==> config.mk <==
export PLATFORM = sky130hd
export DESIGN_NAME = mmio_host_bridge
export DESIGN_NICKNAME = d
export VERILOG_FILES = /design/src/rtl/mmio_host_bridge.sv
export SDC_FILE = /design/constraint.sdc
export NUM_CORES = 1
export LEC_CHECK = 0
export BUFFER_PORTS_ARGS = -buffer_cell sky130_fd_sc_hd__buf_2
export CORE_ASPECT_RATIO = 0.6
export CORE_MARGIN = 2
export CORE_UTILIZATION = 49
export DETAILED_ROUTE_END_ITERATION = 12
export PLACE_DENSITY = 0.76
export SYNTH_ARGS = -nofsm -noshare
export SYNTH_HDL_FRONTEND = slang
export SYNTH_SLANG_ARGS = --single-unit
==> constraint.sdc <==
create_clock -name clk -period 2.48 [get_ports clk]
set_clock_uncertainty 0.15 [all_clocks]
set_input_delay 0.496 -clock clk [delete_from_list [all_inputs] [get_ports clk]]
set_output_delay 0.496 -clock clk [all_outputs]
set_load 0.02 [all_outputs]
==> src/rtl/mmio_host_bridge.sv <==
// Byte-stream to MMIO bridge: assembles host command packets into one req_* transaction
// and serializes the matching resp_* back as a 1+ADDR_W/8+DATA_W/8 byte response packet.
//
// state  | meaning
// S_CMD  | idle, waiting for a command byte
// S_ADDR | shifting in address bytes
// S_DATA | shifting in write-data bytes
// S_REQ  | presenting the request to the SoC
// S_WAIT | waiting for the SoC response
// S_TX   | streaming the response packet out
module mmio_host_bridge #(
  parameter int ADDR_W     = 32,
  parameter int DATA_W     = 64,
  parameter int RX_TIMEOUT = 1024
) (
  input  logic              clk,
  input  logic              rst_n,
  input  logic [7:0]        rx_byte,
  input  logic              rx_val,
  output logic              rx_rdy,
  output logic [7:0]        tx_byte,
  output logic              tx_val,
  input  logic              tx_rdy,
  output logic              req_cmd,
  output logic [ADDR_W-1:0] req_addr,
  output logic [DATA_W-1:0] req_data,
  output logic              req_val,
  input  logic              req_rdy,
  input  logic              resp_cmd,
  input  logic [ADDR_W-1:0] resp_addr,
  input  logic [DATA_W-1:0] resp_data,
  input  logic              resp_val,
  output logic              resp_rdy,
  output logic [7:0]        err_cnt,
  output logic              busy
);

  localparam int AB  = ADDR_W / 8;
  localparam int DB  = DATA_W / 8;
  localparam int TBY = 1 + AB + DB;
  localparam int TXW = 8 * TBY;
  localparam int BCW = $clog2(TBY + 1);
  localparam int TMW = $clog2(RX_TIMEOUT + 1);

  localparam logic [2:0] S_CMD  = 3'd0;
  localparam logic [2:0] S_ADDR = 3'd1;
  localparam logic [2:0] S_DATA = 3'd2;
  localparam logic [2:0] S_REQ  = 3'd3;
  localparam logic [2:0] S_WAIT = 3'd4;
  localparam logic [2:0] S_TX   = 3'd5;

  localparam logic [TMW-1:0] TMR_LOAD = TMW'(RX_TIMEOUT - 1);

  logic [2:0]        state_q, state_d;
  logic              cmd_q, cmd_d;
  logic [ADDR_W-1:0] addr_q, addr_d;
  logic [DATA_W-1:0] data_q, data_d;
  logic [TXW-1:0]    tx_sh_q, tx_sh_d;
  logic [BCW-1:0]    cnt_q, cnt_d;
  logic [TMW-1:0]    tmr_q, tmr_d;
  logic [7:0]        err_q, err_d;
  logic              rx_fire;
  logic              err_inc;

  assign rx_rdy   = (state_q == S_CMD) || (state_q == S_ADDR) || (state_q == S_DATA);
  assign rx_fire  = rx_val && rx_rdy;
  assign req_val  = (state_q == S_REQ);
  assign resp_rdy = (state_q == S_WAIT);
  assign tx_val   = (state_q == S_TX);
  assign busy     = (state_q != S_CMD);
  assign req_cmd  = cmd_q;
  assign req_addr = addr_q;
  assign req_data = data_q;
  assign tx_byte  = tx_sh_q[TXW-1 -: 8];
  assign err_cnt  = err_q;

  always_comb begin
    state_d = state_q;
    cmd_d   = cmd_q;
    addr_d  = addr_q;
    data_d  = data_q;
    tx_sh_d = tx_sh_q;
    cnt_d   = cnt_q;
    tmr_d   = tmr_q;
    err_d   = err_q;
    err_inc = 1'b0;
    case (state_q)
      S_CMD: begin
        if (rx_fire) begin
          if (rx_byte == 8'h00 || rx_byte == 8'h01) begin
            cmd_d   = rx_byte[0];
            addr_d  = '0;
            data_d  = '0;
            cnt_d   = BCW'(AB - 1);
            tmr_d   = TMR_LOAD;
            state_d = S_ADDR;
          end else begin
            err_inc = 1'b1;
          end
        end
      end
      S_ADDR, S_DATA: begin
        // a byte arriving on the terminal-count cycle takes priority over the abort
        if (rx_fire) begin
          tmr_d = TMR_LOAD;
          cnt_d = cnt_q - BCW'(1);
          if (state_q == S_ADDR) addr_d = (addr_q << 8) | ADDR_W'(rx_byte);
          else                   data_d = (data_q << 8) | DATA_W'(rx_byte);
          if (cnt_q == '0) begin
            if (state_q == S_ADDR && cmd_q) begin
              cnt_d   = BCW'(DB - 1);
              state_d = S_DATA;
            end else begin
              state_d = S_REQ;
            end
          end
        end else if (tmr_q == '0) begin
          err_inc = 1'b1;
          addr_d  = '0;
          data_d  = '0;
          state_d = S_CMD;
        end else begin
          tmr_d = tmr_q - TMW'(1);
        end
      end
      S_REQ: begin
        if (req_rdy) state_d = S_WAIT;
      end
      S_WAIT: begin
        if (resp_val) begin
          // status byte is 0x40 with the echoed command in bit 0
          tx_sh_d = {8'h40 | {7'd0, resp_cmd}, resp_addr, resp_data};
          cnt_d   = BCW'(TBY - 1);
          state_d = S_TX;
        end
      end
      S_TX: begin
        if (tx_rdy) begin
          tx_sh_d = tx_sh_q << 8;
          cnt_d   = cnt_q - BCW'(1);
          if (cnt_q == '0) state_d = S_CMD;
        end
      end
      default: state_d = S_CMD;
    endcase
    if (err_inc && err_q != 8'hFF) err_d = err_q + 8'd1;
  end

  always_ff @(posedge clk or negedge rst_n) begin
    if (!rst_n) begin
      state_q <= S_CMD;
      cmd_q   <= 1'b0;
      addr_q  <= '0;
      data_q  <= '0;
      tx_sh_q <= '0;
      cnt_q   <= '0;
      tmr_q   <= '0;
      err_q   <= '0;
    end else begin
      state_q <= state_d;
      cmd_q   <= cmd_d;
      addr_q  <= addr_d;
      data_q  <= data_d;
      tx_sh_q <= tx_sh_d;
      cnt_q   <= cnt_d;
      tmr_q   <= tmr_d;
      err_q   <= err_d;
    end
  end

endmodule
Word-level counts from Yosys, hierarchy flattened
Cells that the tools add are included.

storage, ports and cells
  memories kept = 0
  register bits = 227
  output and inout bits = 118
  memory bits (read-only) = 0
  latch bits = 0
  memory bits (writable) = 0
  input bits = 111

cells by class
  multiply operators = 0
  divide/modulo/power cells = 0
  order comparisons = 0
  reduce and logical (&&, ||, !) cells = 22
  multiplexer cells = 44
  bitwise operators = 2
  $add $sub $neg = 3
  shift-type cells = 0
  eq/ne operators = 19

operator list
  cell                   number
  $mux 64                5
  $mux 104               2
  $pmux 104 s2           1
  $mux 32                5
  $pmux 64 s2            1
  $or 64x8->64           1
  $pmux 32 s2            1
  $mux 11                4
  $or 32x8->32           1
  $mux 4                 7
  $mux 3                 9
  $pmux 11 s2            1
  $pmux 4 s4             1
  $ne 3x3->1 const B     5
  $pmux 3 s5             1
  $logic_not 11->1       1
  $sub 11x1->11 const B  1
  $reduce_and 5->1       2
  $add 8x1->8 const B    1
  $eq 8x1->1 const B     1
  $logic_not 8->1        1
  $ne 2x1->1 const B     4
  $ne 8x8->1 const B     1
  $reduce_and 8->1       1
  18 further kinds       32

Logic depth before layout (Yosys ltp)
  word-level depth = 7
  depth in mapped cells = 10
  gate-level depth less buffers = 7

Worst setup path after synthesis
Ideal clock, no wire load.

  kind = in2reg
  from = input port rx_byte[4]
  to = register tmr_q[8]
  buffers on the path = 1
  setup time = 0.069 ns
  arrival time = 2.139 ns
  path slack = 0.123 ns
  stages = 6
  path through = nor4_4 > a311oi_1 > a2111o_1 > buf_6 > or4_1 > nand3_1

on the way
  word-level cells in the longest chain between the ends = 4

ends and longest elaborated chain
  element                                        line  text
  from (decl)                                    18    input logic [7:0] rx_byte,
  $eq 8x1->1 or $logic_not 8->1 (tied branches)  90    if (rx_byte == 8'h00 || rx_byte == 8'h01) begin
  $logic_or 1x1->1 (*)                           90
  $ne 2x1->1 (no line) (*)                       --
  $reduce_and 4->1 (no line) (*)                 --
  to (signal assigned)                           166   tmr_q <= tmr_d;
  to (decl)                                      60    logic [TMW-1:0] tmr_q, tmr_d;

Every way passes the cells marked *; elsewhere a longest branch is shown, timed or not.
A chain may end at the register's enable or synchronous reset.

Final worst setup path
  from = register state_q[1]
  to = output port tx_val

on the way
  word-level cells in the longest chain between the ends = 1

ends and longest elaborated chain
  element                 line  text
  from (decl)             54    logic [2:0] state_q, state_d;
  from (signal assigned)  160   state_q <= state_d;
  $eq 3x3->1              69    assign tx_val = (state_q == S_TX);
  to (decl)               22    output logic tx_val,

Every way passes these cells.

==> impl_metrics.toml <==
[synth]
synth_seq_cells = 227
syn_nets = 1140
synth_area_um2 = 10050
synthCells = 1025
synth_top_area_share_pct = 56.52
ys_top_cells_by_count = "nand2_1, dfrtp_1, o21ai_0, mux2i_1, clkbuf_1"
synthTopCellsByArea = "dfrtp_1, nand2_1, o21ai_0"
ys_warn_count = 0
synth-main-ff-cell = "dfrtp_1"
synth_enable_flop_cells = 0
yosysMostFrequentCell = "nand2_1"
yosysTopAreaCell = "dfrtp_1"
yosysSeqAreaShare_pct = 56.52
avgSynthCellArea_um2 = 9.806
async_flop_share_pct = 100.0
synth_cell_types = 53

[min_path]
hp-class = "input port to register"

[drt]
drt_iter0_markers = 580
wirelength_um = 25690
avgRoutedWirePerCell_um = 16.65
via_per_inst = 5.266
drc = 0
firstDrtPassIters = 4
vias = 8126
postRouteAntennaNets = 0

[clocking]
cts_buffers = 22
cts_tree = "done"
clock_latency_ps = 500
path_clk_slew_ps = 70
cts-root-buf = "clkbuf_16"
clkSinkCount = 227
htree_levels = 1
cts.path.max_buffers = 3

[setup_path]
endpoint_kind = "output port"
required_ps = 1830
cp-start-kind = "register"
path_max_fanout = 11
crit_arrival_ps = 1770
crit_type = "register to output port"

[sta]
fin_ws_ps = 65.76
fmax_ghz = 0.4142
slew_viol_final = 0
setup_viol_count_final = 0
post-route-period-util_pct = 97.35
worst_pin_slew_ps = 563.5
relSlewSlack_pct = 62.12
final-hold-violation-count = 0
timing.final.crit_period_ps = 2414
tns_ps = 0

[run_status]
status = "finished clean"

[global_routing]
grt_pass1_vias = 7704
grt_pass1_wl_um = 41340
antenna_found_initial = 1
grt_max_degree = 71
grtUsageTotal_pct = 23.61
gr-total-overflow = 0

[floorplan]
die_area_um2 = 21710
coreArea_um2 = 20070
die_h_um = 114.9
start_util_pct = 50.08
ios = 229
fp.dieW_um = 188.9
fp-row-count = 40

[placed_design]
dpl_worst_slack_ps = 9.236
routabilityCongestion = 0.8683
port_buffers = 228
place_inst = 1491
hpwl_um = 17540

[finish]
antennaDiodeCount = 0
fin_cells = 1543
area_delta_synth_final_pct = 26.52
post-route-util_pct = 63.36
fin_nets = 1369
drive_gt1_share_pct = 27.48

[pwr]
p_per_area_nw_per_um2 = 1057
p_leak_nw = 6.692
vdd_drop_max_mv = 0.4902
finalPower_mw = 13.44

[job]
drv_cap = 0
## path summary, 6_finish.rpt
kind,startpoint,end,slack (ps),depth (start not counted)
max reg2reg,tmr_q[7]$_DFFE_PN0P_,req_data[57]$_DFFE_PN0P_,80,5
max in group asynchronous,rst_n,req_addr[26]$_DFFE_PN0P_,1090,3
min reg2reg,req_data[62]$_DFFE_PN0P_,req_data[62]$_DFFE_PN0P_,330,2
min in group asynchronous,rst_n,tx_sh_q[65]$_DFFE_PN0P_,410,2
min,resp_data[7],tx_sh_q[7]$_DFFE_PN0P_,60,2
max,state_q[1]$_DFFE_PN0P_,tx_val,70,5
## stage by stage
stage | hold slack (ps) | area, um2
final | 60.62 | 12720
after global routing | 50.93 | 12720
after CTS | 34.63 | 12600
after detailed placement | 315.2 | 11730
after global placement | 305.9 | 11730
after floorplan | 50.41 | 10050
## cell families (layout without fill, tap and decap cells)
| group | Yosys count | count (layout) | share of synthesized area [%] |
|---|---|---|---|
| fa+ha+maj | 4 | 4 | 0.4980 |
| flops | 227 | 227 | 56.52 |
| buf+inv | 83 | 327 | 3.647 |
| mux | 93 | 93 | 9.312 |
| compound gates | 243 | 244 | 13.63 |
| xor+xnor | 8 | 8 | 0.6972 |
| simple gates | 367 | 367 | 15.70 |
## layout by cell type (no fill, tap or decap), drive strengths merged, types with 2 or more instances in the layout
master  Yosys  final
nand2     288    288
a22o       15     15
clkbuf     50     29
nor3        9      9
nand3      10     10
a221o       3      4
nand4b      2      2
ha          4      4
a21oi       8      8
nor2       12     12
inv         6      7
or3b        3      3
nand2b      5      5
nand4       2      2
o21a        2      2
mux2        4      4
o31ai       7      7
nor4        6      6
and2        2      2
buf        27    277
a211oi      2      2
dfrtp     227    227
xnor2       2      2
bufinv      0      5
and3        4      4
or4         5      5
or3         4      4
xor2        6      6
o21ai     194    194
clkinv      0      7
a31oi       2      2
or2         5      5
mux2i      89     89
a211o       2      2
nor3b       2      2
nor2b       6      6
## area by class of cell
class | instances | area, um2
clock buffer | 27 | 610.6
clock inverter | 13 | 197.7
fill | 1673 | 7353
inverter | 6 | 22.52
multi-input combinational | 716 | 4070
sequential | 227 | 5684
tap | 273 | 341.6
timing repair buffer | 281 | 1789
## state kept, by name (all words and copies together), names as in the netlist
register and cells:
err_cnt 8, cnt_q 4, tx_sh_q 104, tmr_q 11
req_addr 32, req_cmd 1, state_q 3, req_data 64
## power breakdown
part	total (mW)	switching, mW	internal [mW]
combinational	4.32	2.58	1.74
clock	3.73	1.45	2.28
sequential	5.39	0.691	4.70
total	13.4	4.72	8.72
## worst max-delay path, stage by stage (launching register included)
cell	delay, ps
dfrtp_2	460
buf_6	140
nand3b_1	250
buf_12	220
inv_1	50
buf_4	130
## layer usage
layer	GRT usage, %	part of all wire (%)	routed length (um)	up-vias
met5	0	0	0	-
met4	4.010	1.4	357	0
met3	4.396	5.8	1484	25
met2	34.51	43	10930	220
met1	37.14	50	12910	3907
li1	-	-	-	3974
## what timing repair did
item / 4_1_cts / 5_1_grt
buffers inserted: 1 / 7
setup endpoints to repair: 3 / 63
gates resized for setup: 6 / 7
cloned: 1 / 2
pin swaps: 0 / 4
hold buffers: 1 / 0
hold endpoints to repair: 65 / 0
Power figures use the tool's default switching activity.
